===== src/rtl/fix_conn_scheduler_if.sv =====
// Bundle between the connection scheduler, the application host requests and the TOE command port.
// master: scheduler side; slave: application/TOE side.
interface fix_conn_scheduler_if;
    logic [3:0] connect_i;
    logic [3:0] disconnect_i;
    logic       toe_ready_i;
    logic       connected_i;
    logic [1:0] connected_host_addr_i;
    logic       connect_req_o;
    logic [1:0] connect_addr_o;
    logic       disconnect_o;
    logic [1:0] disconnect_host_num_o;
    logic [3:0] host_up_o;
    logic [3:0] fail_o;
    logic       busy_o;

    modport master (
        input  connect_i, disconnect_i, toe_ready_i, connected_i, connected_host_addr_i,
        output connect_req_o, connect_addr_o, disconnect_o, disconnect_host_num_o,
        output host_up_o, fail_o, busy_o
    );

    modport slave (
        output connect_i, disconnect_i, toe_ready_i, connected_i, connected_host_addr_i,
        input  connect_req_o, connect_addr_o, disconnect_o, disconnect_host_num_o,
        input  host_up_o, fail_o, busy_o
    );
endinterface


===== src/rtl/fix_conn_scheduler.sv =====
// Round-robin connect/disconnect scheduler for four hosts in front of a TOE command port.
// Define FIX_CONN_RETRY_EN to re-issue timed-out connects up to MAX_RETRY times before failing.
module fix_conn_scheduler #(
    parameter int unsigned TIMEOUT_CYCLES = 16,
    parameter int unsigned MAX_RETRY      = 3
) (
    input  logic                 clk,
    input  logic                 rst,
    fix_conn_scheduler_if.master bus
);

    localparam int unsigned N_HOSTS = 4;
    localparam int unsigned HOST_W  = 2;
    localparam int unsigned CNT_W   = 8;
    localparam int unsigned RETRY_W = 3;

`ifdef FIX_CONN_RETRY_EN
    localparam bit RETRY_EN = 1'b1;
`else
    localparam bit RETRY_EN = 1'b0;
`endif

    typedef enum logic [1:0] {
        IDLE     = 2'd0,
        ISSUE    = 2'd1,
        WAIT_ACK = 2'd2
    } state_t;

    state_t              state;
    logic [HOST_W-1:0]   host;
    logic [HOST_W-1:0]   rr_ptr;
    logic                op_disc;
    logic [CNT_W-1:0]    tmo_cnt;
    logic [RETRY_W-1:0]  retry_cnt;

    logic [N_HOSTS-1:0]  need_c;
    logic [N_HOSTS-1:0]  disc_c;
    logic                sel_valid_c;
    logic [HOST_W-1:0]   sel_host_c;
    logic [HOST_W-1:0]   idx_c;
    logic                ack_match_c;
    logic                tmo_hit_c;

    // First needy host at or after rr_ptr; iterate backwards so the nearest offset wins.
    always_comb begin
        disc_c      = bus.disconnect_i & bus.host_up_o;
        need_c      = (bus.connect_i & ~bus.host_up_o & ~bus.fail_o) | disc_c;
        sel_valid_c = 1'b0;
        sel_host_c  = rr_ptr;
        idx_c       = rr_ptr;
        for (int i = int'(N_HOSTS) - 1; i >= 0; i--) begin
            idx_c = rr_ptr + HOST_W'(i);
            if (need_c[idx_c]) begin
                sel_valid_c = 1'b1;
                sel_host_c  = idx_c;
            end
        end
        ack_match_c = bus.connected_i && (bus.connected_host_addr_i == host);
        tmo_hit_c   = (tmo_cnt == CNT_W'(TIMEOUT_CYCLES - 1));
    end

    always_ff @(posedge clk) begin
        if (rst) begin
            state                     <= IDLE;
            host                      <= '0;
            rr_ptr                    <= '0;
            op_disc                   <= 1'b0;
            tmo_cnt                   <= '0;
            retry_cnt                 <= '0;
            bus.connect_req_o         <= 1'b0;
            bus.connect_addr_o        <= '0;
            bus.disconnect_o          <= 1'b0;
            bus.disconnect_host_num_o <= '0;
            bus.host_up_o             <= '0;
            bus.fail_o                <= '0;
            bus.busy_o                <= 1'b0;
        end else begin
            bus.connect_req_o         <= 1'b0;
            bus.connect_addr_o        <= '0;
            bus.disconnect_o          <= 1'b0;
            bus.disconnect_host_num_o <= '0;
            // A failure is held only while the app keeps requesting that host.
            bus.fail_o                <= bus.fail_o & bus.connect_i;

            case (state)
                IDLE: begin
                    if (sel_valid_c) begin
                        host       <= sel_host_c;
                        op_disc    <= disc_c[sel_host_c];
                        state      <= ISSUE;
                        bus.busy_o <= 1'b1;
                    end
                end

                ISSUE: begin
                    if (bus.toe_ready_i) begin
                        if (op_disc) begin
                            bus.disconnect_o          <= 1'b1;
                            bus.disconnect_host_num_o <= host;
                            bus.host_up_o[host]       <= 1'b0;
                            rr_ptr                    <= host + HOST_W'(1);
                            state                     <= IDLE;
                            bus.busy_o                <= 1'b0;
                        end else begin
                            bus.connect_req_o  <= 1'b1;
                            bus.connect_addr_o <= host;
                            tmo_cnt            <= '0;
                            state              <= WAIT_ACK;
                        end
                    end
                end

                WAIT_ACK: begin
                    if (ack_match_c) begin
                        bus.host_up_o[host] <= 1'b1;
                        retry_cnt           <= '0;
                        rr_ptr              <= host + HOST_W'(1);
                        state               <= IDLE;
                        bus.busy_o          <= 1'b0;
                    end else if (tmo_hit_c) begin
                        if (RETRY_EN && (retry_cnt < RETRY_W'(MAX_RETRY))) begin
                            retry_cnt <= retry_cnt + RETRY_W'(1);
                            state     <= ISSUE;
                        end else begin
                            bus.fail_o[host] <= 1'b1;
                            retry_cnt        <= '0;
                            rr_ptr           <= host + HOST_W'(1);
                            state            <= IDLE;
                            bus.busy_o       <= 1'b0;
                        end
                    end else begin
                        tmo_cnt <= tmo_cnt + CNT_W'(1);
                    end
                end

                default: begin
                    state      <= IDLE;
                    bus.busy_o <= 1'b0;
                end
            endcase
        end
    end

endmodule

===== src/flat_wrapper.sv =====
// flat-port wrapper written by rule: the top's interface ports become plain ports
module fix_conn_scheduler_flat 
#(
    parameter int unsigned TIMEOUT_CYCLES = 16,
    parameter int unsigned MAX_RETRY      = 3
)
  (clk, rst, bus_connect_i, bus_disconnect_i, bus_toe_ready_i, bus_connected_i, bus_connected_host_addr_i, bus_connect_req_o, bus_connect_addr_o, bus_disconnect_o, bus_disconnect_host_num_o, bus_host_up_o, bus_fail_o, bus_busy_o);
  fix_conn_scheduler_if bus_i ();
  input  logic clk;
  input  logic rst;
  input wire logic [$bits(bus_i.connect_i)-1:0] bus_connect_i;
  input wire logic [$bits(bus_i.disconnect_i)-1:0] bus_disconnect_i;
  input wire logic [$bits(bus_i.toe_ready_i)-1:0] bus_toe_ready_i;
  input wire logic [$bits(bus_i.connected_i)-1:0] bus_connected_i;
  input wire logic [$bits(bus_i.connected_host_addr_i)-1:0] bus_connected_host_addr_i;
  output wire logic [$bits(bus_i.connect_req_o)-1:0] bus_connect_req_o;
  output wire logic [$bits(bus_i.connect_addr_o)-1:0] bus_connect_addr_o;
  output wire logic [$bits(bus_i.disconnect_o)-1:0] bus_disconnect_o;
  output wire logic [$bits(bus_i.disconnect_host_num_o)-1:0] bus_disconnect_host_num_o;
  output wire logic [$bits(bus_i.host_up_o)-1:0] bus_host_up_o;
  output wire logic [$bits(bus_i.fail_o)-1:0] bus_fail_o;
  output wire logic [$bits(bus_i.busy_o)-1:0] bus_busy_o;
  assign bus_i.connect_i = bus_connect_i;
  assign bus_i.disconnect_i = bus_disconnect_i;
  assign bus_i.toe_ready_i = bus_toe_ready_i;
  assign bus_i.connected_i = bus_connected_i;
  assign bus_i.connected_host_addr_i = bus_connected_host_addr_i;
  assign bus_connect_req_o = bus_i.connect_req_o;
  assign bus_connect_addr_o = bus_i.connect_addr_o;
  assign bus_disconnect_o = bus_i.disconnect_o;
  assign bus_disconnect_host_num_o = bus_i.disconnect_host_num_o;
  assign bus_host_up_o = bus_i.host_up_o;
  assign bus_fail_o = bus_i.fail_o;
  assign bus_busy_o = bus_i.busy_o;
  fix_conn_scheduler #(.TIMEOUT_CYCLES(TIMEOUT_CYCLES), .MAX_RETRY(MAX_RETRY)) u_core (.clk(clk), .rst(rst), .bus(bus_i));
endmodule

===== config.mk =====
export PLATFORM = sky130hd
export DESIGN_NAME = fix_conn_scheduler_flat
export DESIGN_NICKNAME = d
export VERILOG_FILES = /design/src/rtl/fix_conn_scheduler_if.sv /design/src/rtl/fix_conn_scheduler.sv /design/src/flat_wrapper.sv
export SDC_FILE = /design/constraint.sdc
export NUM_CORES = 1
export LEC_CHECK = 0
export BUFFER_PORTS_ARGS = -buffer_cell sky130_fd_sc_hd__clkbuf_2
export CAP_MARGIN = 20
export CORE_UTILIZATION = 48
export CTS_CLUSTER_SIZE = 40
export DETAILED_ROUTE_END_ITERATION = 10
export GPL_TIMING_DRIVEN = 0
export PLACE_DENSITY = 0.74
export SKIP_LAST_GASP = 1
export SLEW_MARGIN = 25
export SYNTH_ARGS = -nofsm -noshare
export SYNTH_HDL_FRONTEND = slang
export SYNTH_SLANG_ARGS = --single-unit

===== constraint.sdc =====
create_clock -name clk -period 1.7 [get_ports clk]
set_input_delay 0.255 -clock clk [delete_from_list [all_inputs] [get_ports clk]]
set_output_delay 0.255 -clock clk [all_outputs]
set_load 0.05 [all_outputs]

Word-level counts from Yosys, hierarchy flattened:

Index checks and enable logic that the tools add are counted.

* $lt $le $gt $ge: 7
* bitwise operators: 14
* muxes and demuxes: 51
* reductions and logical operators: 13
* equality and inequality tests: 12
* $add $sub $neg: 5

Operator list (number)
* $mux W8: 4
* $mux W2: 13
* $mux W4: 6
* $and A4 B4 Y4: 5
* $lt A2 B3 Y1 const B: 6
* $mux W1: 17
* $pmux W8 S2: 1
* $not A4 Y4: 3
* $or A4 B4 Y4: 3
* $reduce_and A4 Y1: 3
* $bmux W1 S2: 5
* $add A8 B1 Y8 const B: 1
* $eq A8 B4 Y1 const B: 1
* $ne A2 B2 Y1 const B: 4
* $pmux W4 S2: 1
* $reduce_or A4 Y1: 2
* $ne A2 B1 Y1 const B: 3
* $pmux W2 S3: 1
* $reduce_and A5 Y1: 1
* $add A2 B1 Y2 const B: 2
* $add A2 B2 Y2 const B: 2
* $pmux W2 S2: 1
* $ne A3 B1 Y1 const B: 1
* $not A1 Y1: 3
* 12 further kinds: 13

* register bits after elaboration: 30
* output and inout port bits: 15
* word-level logic and storage cells: 114
* bits of input ports: 14

Longest topological paths before layout:

* depth in word-level cells: 12
* depth in mapped cells: 8
* gate-level depth less buffers: 7

Worst setup path after synthesis:

OpenSTA, ideal clock, no wires.

* path type: reg2reg
* from: reg (tool-made name)
* to: reg u_core.op_disc
* arrival time: 1852 ps
* data required time: 1578 ps
* cell stages (with the launch flop): 7
* setup slack: -274 ps
* buffers on the path: 0
* period minus slack after synthesis: 1974 ps
* setup time: 122 ps
* cell sequence: dfxtp_1 -> or3b_4 -> a221oi_1 -> o21ai_1 -> o221a_2 -> nor3b_1 -> a221o_1

RTL lines
* to (signal assigned): RTL line fix_conn_scheduler.sv:89 `op_disc <= disc_c[sel_host_c];`
* to (decl): RTL line fix_conn_scheduler.sv:32 `logic op_disc;`

==> flow_metrics.env <==
export IMPL_status="finished, violations left"
export IMPL_violations="DRC, setup timing"
export IMPL_ys_seq_elements=30
export IMPL_power_internal_mw=1.06
export IMPL_clk_latency_ns=0.32
export IMPL_grt_max_degree=11
export IMPL_critPathCaptureType="flip-flop"
export IMPL_synth_edf_count=0
export IMPL_area_growth_pct=28.8
export IMPL_synth_area_leader_cell="dfxtp_1"
export IMPL_start_kind="flip-flop"
export IMPL_seq_power_share_pct=49.0
export IMPL_fp_row_count=19
export IMPL_worst_pin_slew_ns=0.573
export IMPL_fin_skew_ns=0.0154
export IMPL_met1_length_um=1670
export IMPL_ir_drop_mv=0.592
export IMPL_drive_above_1_share_pct=40.3
export IMPL_numCtsBuffers=5
export IMPL_drc=2
export IMPL_viasPerCell=5.80
export IMPL_async_flop_share_pct=0
export IMPL_switchingPower_mw=0.468
export IMPL_antenna_left=0
export IMPL_first_pass_iters=7
export IMPL_max_slew_margin_rel_pct=61.7
export IMPL_routed_top_layer="met4"
export IMPL_synth_cells=171
export IMPL_clock_sinks=30
export IMPL_max_freq_mhz=551
export IMPL_grt_pass1_wl_um=5910
export IMPL_gp_congestion=0.804
export IMPL_synth_area_leaders="dfxtp_1 (40%), xnor2_1 (5.3%), nor2_1 (5.0%), nand2_1 (4.8%), ha_1 (4.2%)"
export IMPL_yosysWarnings=0
export IMPL_stdcell_count=242
export IMPL_cpPeakStageDelay_ns=0.43
export IMPL_core_area_um2=2850
export IMPL_ioPinCount=29
export IMPL_max_cap_violations=0
export IMPL_required_ns=1.92
export IMPL_diodes=0
export IMPL_period_needed_ns=1.82
export IMPL_final_hold_violation_count=0
export IMPL_hp_class="input pin to flip-flop"
export IMPL_cts_tree="done"
export IMPL_yosysTopAreaCellShare_pct=40.3
export IMPL_p_leak_nw=0.710
export IMPL_drv_slew=0
export IMPL_io_buffers=28
export IMPL_slowest_stage="or3b_4"
export IMPL_sw_frac_of_total_pct=30.6
export IMPL_synth_cell_types=37
export IMPL_rsz0062_at_grt="true"
export IMPL_criticalPathCategory="flip-flop to flip-flop"
export IMPL_die_w_um=57.7
export IMPL_grt_total_usage_pct=23.1
export IMPL_clkTransAtPathRegs_ns=0.10
export IMPL_wire_per_inst_um=14.7
export IMPL_ys_seq_area_share_pct=40.3
export IMPL_dieArea_um2=3330
export IMPL_h_tree_depth=2
export IMPL_cp_cell_sequence="or3b_4 -> nand4_2 -> o21ai_2 -> o22ai_4 -> mux2i_1 -> a221o_1"
export IMPL_syn_num_nets=190
export IMPL_setup_viol=2
export IMPL_hold_ws_ns=0.208
export IMPL_start_util_pct=52.3
export IMPL_route_met3_wl_um=223
export IMPL_num_vias=1403
export IMPL_dr_wl_met2_um=1600
export IMPL_post_route_period_util_pct=107
export IMPL_p_clk_share_pct=28.9
export IMPL_power_density_nw_per_um2=797
export IMPL_pwr_share_comb_pct=22.1
export IMPL_postSynthAreaPerCell_um2=8.72
export IMPL_yosysMostFrequentCell="dfxtp_1"
export IMPL_crit_fanout=6
export IMPL_clockBufferDepth=2
export IMPL_power_total_mw=1.53
export IMPL_crit_arrival_ns=2.03
export IMPL_syn_cell_area_um2=1490
export IMPL_placed_cells=230
export IMPL_grt_pass1_vias=1286
export IMPL_synth_common_cells="dfxtp_1 (30), nor2_1 (20), nand2_1 (19)"
export IMPL_dp_hpwl_um=2490
export IMPL_dpl_worst_slack_ns=-0.140
export IMPL_setup_ws_ns=-0.115
export IMPL_grt_overflow_total=0
export IMPL_antenna_found_initial=0
export IMPL_cts_root_buf="clkbuf_4"
export IMPL_routed_wl_um=3550
export IMPL_initialDrtViolationCount=39
export IMPL_nets=229
export IMPL_synth_ff_type="dfxtp_1"
export IMPL_die_h_um=57.7
-- per-stage QoR --
stage / TNS (ns) / utilization [%] / area, um2
finish: -0.124 / 67.3 / 1920
global route: -0.366 / 67.3 / 1920
CTS: -0.118 / 64.0 / 1830
detailed placement: -1.05 / 59.5 / 1700
global placement: -0.655 / 59.5 / 1700
floorplan: -0.122 / - / 1520
-- layout make-up --
type / instances / area (um2)
Tap cell: 31 / 38.8
Sequential cell: 30 / 623
Fill cell: 230 / 932
Buffer: 5 / 27.5
Multi-Input combinational cell: 134 / 993
Timing Repair Buffer: 32 / 170
Clock inverter: 1 / 5.00
Clock buffer: 7 / 55.1
Inverter: 2 / 7.51
-- cell usage in the layout, fill, tap and decap left out, types with 4 or more instances in the layout --
master | Yosys | routed
dfxtp_1 | 30 | 18
a22oi_1 | 4 | 4
a21oi_1 | 10 | 7
xnor2_1 | 9 | 9
clkbuf_4 | 0 | 5
nand3_1 | 7 | 5
ha_1 | 5 | 4
nor3_1 | 7 | 6
nor4_1 | 7 | 4
nor2_1 | 20 | 19
or3b_4 | 4 | 4
buf_4 | 0 | 6
mux2i_1 | 4 | 4
nand4_1 | 4 | 4
dfxtp_2 | 0 | 9
clkbuf_2 | 0 | 28
nand2_1 | 19 | 19
-- final timing paths --
check | from | end | depth (start not counted) | slack (ns)
hold / removal | bus_connect_i[1] | u_core.bus.fail_o[1]$_SDFF_PP0_ | 3 | 0.21
setup / recovery | flip-flop | u_core.op_disc$_SDFFE_PP0P_ | 6 | -0.12
hold reg to reg | flip-flop | flip-flop | 2 | 0.49
setup reg to reg | flip-flop | u_core.op_disc$_SDFFE_PP0P_ | 6 | -0.12
-- power groups by stage --
stage / clock network [mW] / logic (mW) / registers [mW]
floorplan: 0 / 0.188 / 0.776
global placement: 0 / 0.263 / 0.762
detailed placement: 0 / 0.268 / 0.764
CTS: 0.448 / 0.294 / 0.748
global route: 0.471 / 0.371 / 0.753
finish: 0.443 / 0.338 / 0.750
-- cell families after synthesis --
family | count (synthesis) | synth area share (%)
DFF | 30 | 40.3
and+or+nand+nor | 82 | 29.5
muxes | 4 | 2.68
xor gates and xnor gates | 9 | 5.29
AOI/OAI and AO/OA | 33 | 15.8
buffers and inverters | 8 | 2.26
adders and majority gates | 5 | 4.19
-- routing by layer --
layer	vias up	track usage (%)
li1	703	-
met1	639	31.9
met2	53	35.5
met3	8	5.58
met4	0	7.82
met5	-	0
-- worst max-delay path, delay by kind of cell (launching register included) --
| kind | cells | cell delay (ns) |
|---|---|---|
| compound gates | 3 | 0.63 |
| simple gates | 2 | 0.59 |
| flops | 1 | 0.36 |
| mux | 1 | 0.12 |
-- repair_timing --
item | CTS | global route
resized for setup | 9 | 23
setup endpoints to repair | 14 | 18
buffers inserted | 2 | 2
gates cloned | 1 | 0
pin swaps | 3 | 3
hold buffers | 0 | 0
(Power assumes the default switching activity.)
